`src/rtl/serialtopar_sync.sv`:
```
// Serial-to-parallel deserializer with comma-based word alignment.
// Shifts one bit per clk_8f edge, MSB first, hunts for COMMA at any bit
// offset, qualifies alignment with SYNC_COUNT aligned commas, then emits
// aligned data words (valid_par) and idle commas (comma_par) as strobes.
// Optional macro SERIALTOPAR_SYNC_LOS_EN: while locked, a comma seen at a
// misaligned offset drops lock and restarts the hunt.
module serialtopar_sync #(
  parameter int unsigned      WIDTH      = 8,
  parameter logic [WIDTH-1:0] COMMA      = 8'hBC,
  parameter int unsigned      SYNC_COUNT = 4
) (
  input  logic                     clk_8f,
  input  logic                     reset,
  input  logic                     in,
  output logic [WIDTH-1:0]         data_par,
  output logic                     valid_par,
  output logic                     comma_par,
  output logic                     locked,
  output logic [$clog2(WIDTH)-1:0] bit_ofs
);

  localparam int unsigned      OW          = $clog2(WIDTH);
  localparam logic [OW-1:0]    LAST_BIT    = OW'(WIDTH - 1);
  localparam logic [3:0]       SYNC_TARGET = 4'(SYNC_COUNT);

  typedef enum logic [1:0] {
    HUNT,
    SYNC,
    LOCKED
  } state_t;

  state_t           state, state_nxt;
  // Only WIDTH-1 history bits are stored: the oldest bit of the window is
  // never needed again once the next bit has been shifted in.
  logic [WIDTH-2:0] shreg;
  logic [WIDTH-1:0] window;
  logic [OW-1:0]    bit_cnt, bit_cnt_nxt;
  logic [3:0]       comma_cnt, comma_cnt_nxt;
  logic [3:0]       comma_cnt_inc;
  logic [WIDTH-1:0] data_nxt;
  logic             valid_nxt;
  logic             comma_nxt;
  logic             is_comma;
  logic             boundary;
  logic             lose_sync;

  assign window        = {shreg, in};
  assign is_comma      = (window == COMMA);
  assign comma_cnt_inc = comma_cnt + 4'd1;
  assign locked        = (state == LOCKED);
  assign bit_ofs       = bit_cnt;

  // Next-state, alignment counters and output strobe decode.
  always_comb begin
    state_nxt     = state;
    comma_cnt_nxt = comma_cnt;
    data_nxt      = data_par;
    valid_nxt     = 1'b0;
    comma_nxt     = 1'b0;
    lose_sync     = 1'b0;
    boundary      = (state == HUNT) ? is_comma : (bit_cnt == LAST_BIT);

    case (state)
      HUNT: begin
        if (is_comma) begin
          comma_cnt_nxt = 4'd1;
          state_nxt     = (SYNC_TARGET == 4'd1) ? LOCKED : SYNC;
        end
      end
      SYNC: begin
        if (boundary) begin
          if (is_comma) begin
            comma_cnt_nxt = comma_cnt_inc;
            if (comma_cnt_inc == SYNC_TARGET) begin
              state_nxt = LOCKED;
            end
          end else begin
            state_nxt     = HUNT;
            comma_cnt_nxt = '0;
          end
        end
      end
      LOCKED: begin
        if (boundary) begin
          if (is_comma) begin
            comma_nxt = 1'b1;
          end else begin
            data_nxt  = window;
            valid_nxt = 1'b1;
          end
        end
`ifdef SERIALTOPAR_SYNC_LOS_EN
        else if (is_comma) begin
          lose_sync     = 1'b1;
          state_nxt     = HUNT;
          comma_cnt_nxt = '0;
        end
`endif
      end
      default: begin
        state_nxt     = HUNT;
        comma_cnt_nxt = '0;
      end
    endcase

    if (boundary || lose_sync) begin
      bit_cnt_nxt = '0;
    end else if (bit_cnt == LAST_BIT) begin
      bit_cnt_nxt = '0;
    end else begin
      bit_cnt_nxt = bit_cnt + 1'b1;
    end
  end

  // State, shift register and registered output strobes.
  always_ff @(posedge clk_8f) begin
    if (reset) begin
      state     <= HUNT;
      shreg     <= '0;
      bit_cnt   <= '0;
      comma_cnt <= '0;
      data_par  <= '0;
      valid_par <= 1'b0;
      comma_par <= 1'b0;
    end else begin
      state     <= state_nxt;
      shreg     <= window[WIDTH-2:0];
      bit_cnt   <= bit_cnt_nxt;
      comma_cnt <= comma_cnt_nxt;
      data_par  <= data_nxt;
      valid_par <= valid_nxt;
      comma_par <= comma_nxt;
    end
  end

endmodule

```
`config.mk`:
```
export PLATFORM = sky130hd
export DESIGN_NAME = serialtopar_sync
export DESIGN_NICKNAME = d
export VERILOG_FILES = /design/src/rtl/serialtopar_sync.sv
export SDC_FILE = /design/constraint.sdc
export NUM_CORES = 1
export LEC_CHECK = 0
export ABC_AREA = 0
export CORE_ASPECT_RATIO = 1.2
export CORE_MARGIN = 2
export CORE_UTILIZATION = 55
export DETAILED_ROUTE_END_ITERATION = 8
export GPL_ROUTABILITY_DRIVEN = 0
export PLACE_DENSITY = 0.82
export RECOVER_POWER = 100
export SETUP_SLACK_MARGIN = 0.4
export SKIP_CTS_REPAIR_TIMING = 1
export SYNTH_ARGS = -nofsm -noshare
export SYNTH_HDL_FRONTEND = slang
export SYNTH_SLANG_ARGS = --single-unit
```
`constraint.sdc`:
```
create_clock -name clk_8f -period 5.3 [get_ports clk_8f]
set_input_delay 1.59 -clock clk_8f [delete_from_list [all_inputs] [get_ports clk_8f]]
set_output_delay 1.59 -clock clk_8f [all_outputs]
set_load 0.02 [all_outputs]
```
# After elaboration in Yosys (flattened, before gate mapping)
# Cells that the tools add are included.
# Widths: inputs -> output; s select.
[totals] regBits=26 out_inout_bits=14 word_cells=38
[op_classes] add_sub_neg=2 n_eq_ne=8 n_mux=12 bitwise_logic=3 n_reduce_logical=6
[ops] op="$mux 4" count=3
[ops] op="$pmux 4 s3" count=1
[ops] op="$eq 8x8->1 const B" count=1
[ops] op="$mux 2" count=4
[ops] op="$pmux 2 s3" count=1
[ops] op="$reduce_and 3->1" count=2
[ops] op="$reduce_or 3->1" count=2
[ops] op="$add 4x1->4 const B" count=1
[ops] op="$eq 4x3->1 const B" count=1
[ops] op="$ne 2x2->1 const B" count=2
[ops] op="$reduce_and 4->1" count=1
[ops] op="$add 3x1->3 const B" count=1
[ops] op="$eq 3x3->1 const B" count=1
[ops] op="$mux 1" count=3
[ops] op="$ne 3x3->1 const B" count=1
[ops] op="$not 1->1" count=3
[ops] op="$eq 2x1->1 const B" count=1
[ops] op="$eq 2x2->1 const B" count=1
[ops] op="$logic_not 2->1" count=1

# Longest topological paths before layout
[logic_depth] depth_word=6 ltp_mapped=7 mapped_depth_nobuf=6

# Least setup slack after synthesis
# No wires, ideal clock.
[synth_path] kind="input to register" start="input port in" end="register data_par[0]" arrival_time_ps=2695 required_time_ps=5172 path_slack_ps=2477 stages=5 cell_sequence="or4b_4 o211ai_2 buf_6 mux2i_1 nor2_1"
[synth_via] elab_chain_len=3
[synth_lines] element="start: declaration" line="14" rtl="input logic in,"
[synth_lines] element="$eq 8x8->1" line="48" rtl="assign is_comma = (window == COMMA);"
[synth_lines] element="$mux 1 / $not 1->1 (equally long branches)"
[synth_lines] element="$reduce_and 3->1 (no source line)"
[synth_lines] element="end signal: assignment" line="130" rtl="data_par <= data_nxt;"
[synth_lines] element="end: declaration" line="15" rtl="output logic [WIDTH-1:0] data_par,"
# Several ways; a longest one is shown, not always the timed one.
# A chain may end at the register's enable or synchronous reset.

# Worst setup path in the final report
[layout_path] start="input port in" end="register data_par[6]"
[layout_via] elab_chain_len=3
[layout_lines] element="$eq 8x8->1 *" line="48"
[layout_lines] element="$mux 1 / $not 1->1 (equally long branches)"
[layout_lines] element="$reduce_and 3->1 (no source line) *"
# Mark *: on every way between the ends. The rest lies on a longest branch, timed or not.

==> impl_metrics.csv <==
group,metric,value,unit
pwr,switching_share,19.8,%
floorplanning,die_h,52.2,um
setup_path,startpoint_type,"primary input",
clock_network,clk_latency,0.32,ns
synth,synthesis.area,1060,um2
hold_path,holdCritPathClass,"reg -> reg",
grt,grt-ovfl-total,0,
setup_path,critical_path_class,"in -> reg",
clock_network,clockBufferDepth,2,
floorplanning,initial_core_util,58.1,%
setup_path,critPathLaunch,"in",
clock_network,cts_tree,"built",
drt,routedWlPerCell,13.9,um
place,place_ws,1.65,ns
clock_network,numCtsBuffers,3,
pwr,p_clk_share,38.4,%
drt,drt-pass1-iter-count,2,
cells_and_area,fin_nets,133,
sta,finalClockSkew,0.00621,ns
pwr,p_int,0.000282,W
sta,hold_violations,0,
synth,synth_flop_cell,"dfxtp_1",
setup_path,crit_chain,"dlygate4sd3_1, or4b_1, o211ai_1, mux2i_1, nor2_1",
cells_and_area,layout-drive-gt1-share,5.60,%
clock_network,clk_pin_slew,0.14,ns
synth,synth_edf_count,0,
pwr,ir_worst_vdd,0.227,mV
cells_and_area,diodes,0,
pwr,seqPwrFrac,57.1,%
pwr,power.density,279,nW/um2
floorplanning,dieArea,2300,um2
pwr,p_sw,0.0000695,W
floorplanning,core,1830,um2
sta,setup_viol,0,
floorplanning,ios,17,
synth,yosys.cell_types.count,31,
drt,antenna_left,0,
drt,drtIter0Drc,9,
grt,antenna_found_initial,0,
sta,min_period,3.81,ns
status,outcome,"finished, final reports clean",
cells_and_area,synthToLayoutAreaGrowth,18.5,%
pwr,p_leak,0.591,nW
setup_path,worst-path-max-fanout,9,
cells_and_area,num-fill-cells,173,
grt,grt_first_pass_wirelength,3380,um
drt,wirelength,2000,um
grt,top_usage_layer,"met2",
floorplanning,num_rows,17,
place,dp_hpwl,1470,um
grt,gr-usage-met3,2.41,%
synth,yosysSeqAreaShare,48.9,%
drt,vias,801,
sta,setup_ws,1.49,ns
sta,tightestPinTransition,1.04,ns
synth,synth_cells,110,
grt,track_usage,20.1,%
setup_path,critical-path-top-delay-family,"compound AO/OA/AOI/OAI gates",
sta,fin_crit_sh,71.9,%
clock_network,cts_root_buf,"clkbuf_4",
grt,grt_use_met1,24.9,%
sta,max_freq,262,MHz
synth,yosys.cell_count.top_type,"dfxtp_1",
place,io_buffers,16,
drt,drc,0,
sta,setup_tns,0,ns
grt,grt_use_met2,35.0,%
sta,max_slew_margin,30.6,%
clock_network,clkSinkCount,26,
setup_path,slowest_delay,0.87,ns
setup_path,crit_arrival,4.01,ns
grt,grt_pass1_vias,751,
run,maxCapViolations,0,
synth,synth_top_area_cell,"dfxtp_1",
synth,synth_commonest_cells,"26 x dfxtp_1, 15 x nor2_1, 11 x nor2b_1, 8 x mux2i_1",
synth,yosysWarnings,0,
setup_path,slowest_stage,"o211ai_1",
pwr,p_comb_share,4.5,%
synth,async_reset_ff_share,0,%
synth,synthTopCellsByArea,"dfxtp_1 49%, mux2i_1 7.5%, nor2b_1 6.5%",
setup_path,critPathBufInv,1,
synth,netlist.area_leader.share,48.9,%
sta,slew_violations,0,
synth,synth_area_per_cell,9.67,um2
setup_path,cp.required,5.50,ns
floorplanning,die_w,44.1,um
sta,grt_setup_unrepaired,"false",
synth,synth_seq_cells,26,
grt,grt_max_degree,21,
clock_network,htreeDepth,1,
setup_path,worst_setup_path_end_kind,"flip-flop",
drt,avgViaCountPerCell,5.56,
setup_path,rr_startpoint,"shreg[5]$_SDFF_PP0_",
synth,syn-num-nets,117,
hold_path,worstHoldStart,"bit_ofs[0]$_SDFF_PP0_",
==> cell usage in the layout, fill, tap and decap left out <==
master         count
nand3_1            4
a21oi_1            3
clkbuf_4           3
nor2b_1           11
nor3_1             3
o2bb2ai_1          2
or3b_2             1
nand4_1            1
nor4_1             1
a31o_2             1
o21ai_0            3
mux2i_1            8
o211ai_1           2
a211o_1            1
nor4b_1            1
xor2_1             1
dfxtp_1           26
o22ai_1            1
a21bo_2            1
dlygate4sd3_1     16
bufinv_16          1
and3_1             1
nand2_1            5
inv_1              5
a41oi_1            1
or4b_1             1
ha_1               4
and4_1             1
a31oi_1            1
nor2_1            15
==> power groups by stage <==
stage	Sequential, W	Combinational (W)	Clock [W]
floorplan	0.000207	0.00000769	0
global placement	0.000205	0.0000166	0
detailed placement	0.000205	0.0000173	0
CTS	0.000201	0.0000173	0.000138
global route	0.000201	0.0000175	0.000142
finish	0.000201	0.0000157	0.000135
==> cells by family (layout without fill, tap and decap cells) <==
logic type	count (synthesis)	in the layout	share of synthesized area (%)
buffers and inverters	10	25	4.23
and+or+nand+nor	45	45	22.8
adders and majority gates	4	4	4.71
xor gates and xnor gates	1	1	0.824
DFF	26	26	48.9
AOI/OAI and AO/OA	16	16	10.9
muxes	8	8	7.53
==> registers in the layout, indices dropped and copies added, names as in the netlist <==
register / cells
shreg: 7
state: 2
valid_par: 1
data_par: 8
comma_par: 1
bit_ofs: 3
comma_cnt: 4
==> worst register-to-register path, stage by stage (launching register included) <==
cell and delay (ns):
dfxtp_1 0.35, or4b_1 0.62, o211ai_1 0.87, mux2i_1 0.32, nor2_1 0.06
==> path summary, 6_finish.rpt <==
check / endpoint / slack [ns] / depth (start not counted)
setup reg to reg: data_par[6]$_SDFFE_PP0P_ / 2.96 / 4
hold / removal: bit_ofs[0]$_SDFF_PP0_ / 0.45 / 1
hold reg to reg: bit_ofs[0]$_SDFF_PP0_ / 0.45 / 1
setup / recovery: data_par[6]$_SDFFE_PP0P_ / 1.49 / 5
==> layout make-up <==
class                   instances  area, um2  share of cell area (%)
clock buffers                   3       22.5                    1.79
inverters                       5       18.8                    1.49
clock inverters                 1       30.0                    2.38
flip-flops and latches         26        520                    41.3
repair buffers                 16        160                    12.7
multi-input cells              74        484                    38.4
well taps                      19       23.8                    1.89
==> routing by layer <==
metal  share of wire (%)  up-vias
met5                   0        -
met1                  45      371
met2                  51       12
met4                 1.5        0
met3                 2.5        4
li1                    -      414
==> metrics by stage <==
stage	cell area, um2	cells	util [%]	total power, W	hold WS (ns)
after floorplan	1060	110	-	0.000215	0.452
after global placement	1220	140	66.8	0.000221	0.431
after detailed placement	1220	140	66.8	0.000222	0.444
after CTS	1270	144	69.6	0.000356	0.463
after global routing	1260	144	68.9	0.000361	0.488
final	1260	144	68.9	0.000351	0.454
(Power assumes the default switching activity.)
